--- src/rtl/serial_adder.sv ---
// serial_adder: bit-serial ripple adder. Latches two SIZE-bit operands and a
// carry-in on an accepted start, then adds one bit per clock (LSB first)
// through a single full-adder stage and a carry flip-flop. The result is
// presented with a one-cycle done pulse.
//
// Handshake: start is a request strobe that is sampled only in IDLE or DONE.
// The edge that samples start=1 latches a, b and carryIn. busy is high while
// bits are processed. done is high for exactly one cycle, and only then are
// sum/carryOut valid. A start seen while busy is dropped, not queued.
module serial_adder #(
  parameter int SIZE = 8
) (
  input  logic            clk,
  input  logic            reset,
  input  logic            start,
  input  logic [SIZE-1:0] a,
  input  logic [SIZE-1:0] b,
  input  logic            carryIn,
  output logic            busy,
  output logic            done,
  output logic [SIZE-1:0] sum,
  output logic            carryOut,
  output logic [1:0]      state_dbg
);

  localparam logic [1:0] IDLE  = 2'd0;
  localparam logic [1:0] SHIFT = 2'd1;
  localparam logic [1:0] DONE  = 2'd2;

  localparam int CW = (SIZE > 1) ? $clog2(SIZE) : 1;
  localparam logic [CW-1:0] LAST = CW'(SIZE - 1);

  logic [1:0]      state_q, state_d;
  logic [SIZE-1:0] a_q, a_d;
  logic [SIZE-1:0] b_q, b_d;
  logic [SIZE-1:0] sum_q, sum_d;
  logic            carry_q, carry_d;
  logic [CW-1:0]   cnt_q, cnt_d;
  logic            fa_s, fa_c;

  // Full-adder stage and next-state logic for the shift registers, the carry and the counter.
  always_comb begin
    state_d = state_q;
    a_d     = a_q;
    b_d     = b_q;
    sum_d   = sum_q;
    carry_d = carry_q;
    cnt_d   = cnt_q;
    fa_s    = a_q[0] ^ b_q[0] ^ carry_q;
    fa_c    = (a_q[0] & b_q[0]) | (carry_q & (a_q[0] ^ b_q[0]));
    case (state_q)
      IDLE, DONE: begin
        // DONE accepts a new start directly so back-to-back runs leave no gap.
        if (start) begin
          state_d = SHIFT;
          a_d     = a;
          b_d     = b;
          carry_d = carryIn;
          cnt_d   = '0;
        end else begin
          state_d = IDLE;
        end
      end
      SHIFT: begin
        a_d     = a_q >> 1;
        b_d     = b_q >> 1;
        sum_d   = {fa_s, sum_q[SIZE-1:1]};
        carry_d = fa_c;
        if (cnt_q == LAST) begin
          // Last bit; counter holds so it never wraps mid-operation.
          state_d = DONE;
        end else begin
          cnt_d = cnt_q + 1'b1;
        end
      end
      default: state_d = IDLE;
    endcase
  end

  // State and datapath registers; synchronous reset clears everything.
  always_ff @(posedge clk) begin
    if (reset) begin
      state_q <= IDLE;
      a_q     <= '0;
      b_q     <= '0;
      sum_q   <= '0;
      carry_q <= 1'b0;
      cnt_q   <= '0;
    end else begin
      state_q <= state_d;
      a_q     <= a_d;
      b_q     <= b_d;
      sum_q   <= sum_d;
      carry_q <= carry_d;
      cnt_q   <= cnt_d;
    end
  end

  assign busy      = (state_q == SHIFT);
  assign done      = (state_q == DONE);
  assign sum       = sum_q;
  assign carryOut  = carry_q;
  assign state_dbg = state_q;

endmodule

--- config.mk ---
export PLATFORM = sky130hd
export DESIGN_NAME = serial_adder
export DESIGN_NICKNAME = d
export VERILOG_FILES = /design/src/rtl/serial_adder.sv
export SDC_FILE = /design/constraint.sdc
export NUM_CORES = 1
export LEC_CHECK = 0
export ABC_CLOCK_PERIOD_IN_PS = 4500
export CAP_MARGIN = 0
export CORE_MARGIN = 1
export CORE_UTILIZATION = 51
export DETAILED_ROUTE_END_ITERATION = 8
export GPL_ROUTABILITY_DRIVEN = 0
export PLACE_DENSITY = 0.86
export SYNTH_ARGS = -nofsm -noshare
export SYNTH_HDL_FRONTEND = slang
export SYNTH_SLANG_ARGS = --single-unit
--- constraint.sdc ---
create_clock -name clk -period 4.5 [get_ports clk]
set_input_delay 0.9 -clock clk [delete_from_list [all_inputs] [get_ports clk]]
set_output_delay 0.9 -clock clk [all_outputs]
set_load 0.05 [all_outputs]
==> reports/results.txt, run 1 <==
status: finished clean
DRT antenna net count: 0
Worst Path Buf+Inv: 3
multiplexer area fraction after synthesis: 0%
Max-cap violations: 0
CP peak stage delay: 0.83 ns
VDD IR max: 0.284 mV
CP Cell Sequence: nand2b_1 > buf_4 > inv_2 > clkdlybuf4s50_1
Reg clk slew, reported paths: 0.09 ns
GRT Util Overall: 21.2%
critical path class: flop to output pin
RSZ-0062 raised after global routing: false
first-pass GRT wire length: 4.09 mm
Synth Area in Adders: 3.54%
number of global-route vias before repair: 996
GR Overflow Total: 0
total CTS buffers: 5
final worst slack: 1.49 ns
post-CTS setup buffers: 0
pin count of the biggest net entering global routing: 42
1st-pass router iterations: 4
initial antenna violation count: 0
max-slew violation count: 0
DIE WIDTH: 52.0 um
Peak Freq: 332 MHz
# rows: 17
Slew HR: 29.7%
Worst-Margin Slew: 1.05 ns
Cell Count, Final, Fillers Out: 210
clock root buffer: clkbuf_4
average wire per standard cell: 11.6 um
TNS Setup: 0 ns
Inst Count DP: 202
die footprint: 2700 um2
starting density of the core: 55.9%
CTS sink count: 30
Synth Area in XOR/XNOR: 0%
hold bufs inserted after CTS: 0
HP Class: flop to flop
crit path launch type: flop
Netlist cell types: 20
Pwr per Cell Area: 342 nW/um2
# setup viols final: 0
# fillers: 181
Multi-input gate area: 579 um2
Mapped Area: 1270 um2
crit path max-delay cell type: clkdlybuf4s50_1
endpoints failing hold: 0
post-synthesis sequential area ratio: 47.2%
post-CTS sizing: 0
dpl hpwl: 1.63 mm
dpl ws: 1.68 ns
via-per-instance ratio: 5.37
WP data required: 3.60 ns
DRT iter0 DRCs: 20
via count: 1127
Nets: 204
Yosys warning count: 0
routed wire length: 2.43 mm
design area: 1610 um2
synthesized netlist cell count: 153
most common cell after layout, fill and taps aside: nand2_1
Clock Latency Late Sink: 0.33 ns
Area Overhead vs Synth: 26.3%
Final Total Pwr: 550 uW
# diodes: 0
CTS Buffer Depth: 2
CP max FO: 41
Reg area: 601 um2
CTS tree: done
min Tclk post-route: 3.01 ns
Simple-Gate Fraction of Synth Area: 25.7%
layout cells sized above 1: 6.04%
commonest cells after routing, fill and taps aside: nand2_1, clkdlybuf4s50_1, dfxtp_1, nor2_1
crit-path leading delay family: buffers and inverters
Worst EP arrival: 2.11 ns
Synthesized Nets: 176
port bufs: 32
placed cell area: 1550 um2
Lkg Pwr: 0.000599 uW
final worst path period share: 66.9%
H-tree depth: 2
clk_skew: 0.00540 ns
Yosys reg bits: 30
average cell area after synthesis: 8.32 um2
die height: 52.0 um
complex-gate fraction of the synthesized area: 16.3%
Worst setup EP type: output pin
CORE AREA: 2280 um2
largest family of logic cells by synthesized area: simple AND/OR/NAND/NOR gates
io pins: 33
DRC Markers: 0
[path summary, 6_finish.rpt]
path	startpoint	cells past startpoint	slack, ns	end
worst max-delay path	state_dbg[0]	4	1.49	busy
worst min-delay path	sum[0]	2	0.46	sum[0]
worst max register to register	state_dbg[0]	3	2.75	b_q[4]
worst min register to register	sum[0]	2	0.46	sum[0]
[flip-flops by register name, indices dropped and copies added (netlist names)]
name       count
state_dbg      2
b_q            8
cnt_q          3
a_q            8
sum            8
carryOut       1
[per-stage QoR]
stage,utilization [%],hold slack [ns]
3_3_place_gp,67.9,0.446
6_report,70.6,0.461
3_5_place_dp,67.9,0.449
2_1_floorplan,-,0.448
5_1_grt,70.6,0.495
4_1_cts,70.6,0.462
[worst min-delay path: cells and delay by family, from the launching register on]
family          cells  cell delay, ns
compound gates      1            0.05
flops               1            0.32
simple gates        1            0.05
[cell type report]
type,instances,area share (%)
multi-input combinational,110,36.1
inverter,1,0.234
timing repair buffer,33,20.4
clock buffer,7,3.43
clock inverter,1,0.312
sequential,30,37.4
tap,28,2.18
[cells by family after synthesis]
group	after synthesis
buffers and inverters	13
and+or+nand+nor	78
AOI/OAI and AO/OA	29
adders and majority gates	3
DFF	30
[power by group]
group          switching (uW)  internal [uW]  leakage [uW]  total [uW]
sequential               10.2            283      0.000246         293
combinational            52.4           39.2      0.000318        91.6
clock                    89.8           75.6     0.0000353         165
total                     152            397      0.000599         550
[Yosys cell counts]
master    count  area [um2]
buf_4         3        22.5
fa_1          1        20.0
dfxtp_1      30         601
or3b_2        1        8.76
buf_2         2        10.0
clkbuf_1      3        11.3
a311oi_1     14         123
or2b_1        1        7.51
and2b_1       1        7.51
a21oi_1      14        70.1
ha_1          2        25.0
a311oi_2      1        15.0
nand2_1      50         188
nand2b_1      2        12.5
nand3_1       5        25.0
nor2_1       15        56.3
nor3b_1       2        15.0
inv_2         1        3.75
nor2b_1       1        6.26
buf_6         4        45.0
[metal layers]
| metal | share of wire (%) | GRT usage, % |
|---|---|---|
| met5 | 0 | 0 |
| met4 | 1.9 | 13.5 |
| met3 | 5.4 | 6.14 |
| met2 | 47 | 32.7 |
| met1 | 46 | 25.5 |
Power figures use the tool's default switching activity.
==> run 2: changes to the inputs <==
ABC_CLOCK_PERIOD_IN_PS = 3050   (was 4500)
CORE_UTILIZATION = 47   (was 51)
PLACE_DENSITY = 0.8   (was 0.86)
clock period = 3.05 ns   (was 4.5 ns; I/O delays follow)
==> run 2 against run 1 <==
Clock power rose by 49%. Worst setup slack got worse by 0.73 ns. Utilization decreased by 6.6 points. Largest cell class unchanged.
==> reports/results.txt, run 2 (synthesized netlist as in run 1, its figures left out) <==
status: finished clean
DRT iter0 DRCs: 24
CTS sink count: 30
via count: 1126
reg2reg setup slack: 1.46 ns
dpl hpwl: 1.69 mm
# setup viols final: 0
WP data required: 2.44 ns
die height: 54.0 um
clk_skew: 0.0185 ns
Worst setup EP type: output pin
GRT Util Overall: 20.7%
Worst Path Buf+Inv: 1
final core utilization: 64.0%
Reg-to-Reg End: cnt_q[2]
post-CTS sizing: 0
number of global-route vias before repair: 1029
initial antenna violation count: 0
commonest cells after routing, fill and taps aside: nand2_1, clkdlybuf4s50_1, dfxtp_1, nor2_1
design area: 1610 um2
min Tclk post-route: 2.29 ns
DRT antenna net count: 0
max-slew violation count: 0
via-per-instance ratio: 5.29
Worst-Margin Slew: 1.05 ns
CP Cell Sequence: and2b_1 > clkdlybuf4s50_1
Pwr per Cell Area: 504 nW/um2
most common cell after layout, fill and taps aside: nand2_1
crit path launch type: flop
critical path class: flop to output pin
CORE AREA: 2520 um2
total CTS buffers: 5
CTS tree: done
Area Overhead vs Synth: 26.8%
WHS Endpoint: sum[0]
average wire per standard cell: 11.6 um
CTS Buffer Depth: 2
Reg clk slew, reported paths: 0.09 ns
HP Start: sum[0]
Worst EP arrival: 1.68 ns
Lkg Pwr: 0.000605 uW
DIE WIDTH: 54.0 um
hold bufs inserted after CTS: 0
CP peak stage delay: 0.79 ns
H-tree depth: 2
RSZ-0062 raised after global routing: false
R2R depth: 5
TNS Setup: 0 ns
post-CTS setup buffers: 0
io pins: 33
routed wire length: 2.46 mm
port bufs: 32
crit-path leading delay family: buffers and inverters
placed cell area: 1550 um2
1st-pass router iterations: 4
pin count of the biggest net entering global routing: 42
VDD IR max: 0.340 mV
DRC Markers: 0
CP max FO: 7
GR Overflow Total: 0
reg-to-reg critical path startpoint: cnt_q[0]
die footprint: 2920 um2
# diodes: 0
final worst path period share: 75.2%
HP Class: flop to flop
Max-cap violations: 0
Final Total Pwr: 814 uW
Worst Hold Depth: 2
# rows: 18
crit path max-delay cell type: clkdlybuf4s50_1
Peak Freq: 436 MHz
starting density of the core: 50.4%
endpoints failing hold: 0
clock root buffer: clkbuf_4
layout cells sized above 1: 7.10%
Nets: 205
Slew HR: 30.0%
Clock Latency Late Sink: 0.34 ns
first-pass GRT wire length: 4.13 mm
WHS: 0.465 ns
[run 2: changes by cell type in the layout (fill, tap and decap cells not counted), sizes merged]
| cell | delta |
|---|---|
| buf | +2 |
| clkdlybuf4s50 | -1 |
[run 2: layer usage]
layer / global-route usage, % / vias to the layer above / wire [um]
met5: 0 / - / 0
li1: - / 577 / -
met4: 7.69 / 0 / 39
met3: 9.32 / 5 / 138
met2: 36.2 / 26 / 1200
met1: 21.6 / 518 / 1090
[run 2: stage by stage]
step | setup slack (ns) | std cells
2_1_floorplan | 1.25 | 153
3_3_place_gp | 0.941 | 205
3_5_place_dp | 0.868 | 205
4_1_cts | 0.748 | 213
5_1_grt | 0.694 | 213
6_report | 0.757 | 213
[run 2: how the worst max path moves through the flow]
| stage | startpoint | end | slack (ns) | cells after the start |
|---|---|---|---|---|
| floorplan | state_dbg[0] | busy | 1.25 | 3 |
| global placement | start | a_q[0] | 0.94 | 4 |
| detailed placement | start | b_q[4] | 0.87 | 4 |
| CTS | state_dbg[0] | done | 0.75 | 2 |
| global route | state_dbg[0] | done | 0.69 | 2 |
| finish | state_dbg[0] | done | 0.76 | 2 |
[run 2: area by class of cell]
cell class                      instances  area [um2]
Fill cell                             226         908
Sequential cell                        30         601
Multi-Input combinational cell        110         579
Timing Repair Buffer                   34         333
Clock buffer                            7        55.1
Tap cell                               30        37.5
Clock inverter                          1        5.00
Inverter                                1        3.75
[run 2: worst register-to-register path, cell delays in order (launching register included)]
cell and delay, ns:
dfxtp_1 0.34, ha_1 0.20, ha_1 0.20, or3b_2 0.50, nand3_1 0.11, a21oi_1 0.08
[run 2: where the power goes]
part	switching [uW]	total (uW)	internal, uW
registers	15.9	433	417
clock network	134	246	112
logic	77.1	135	58.1
total	227	814	587
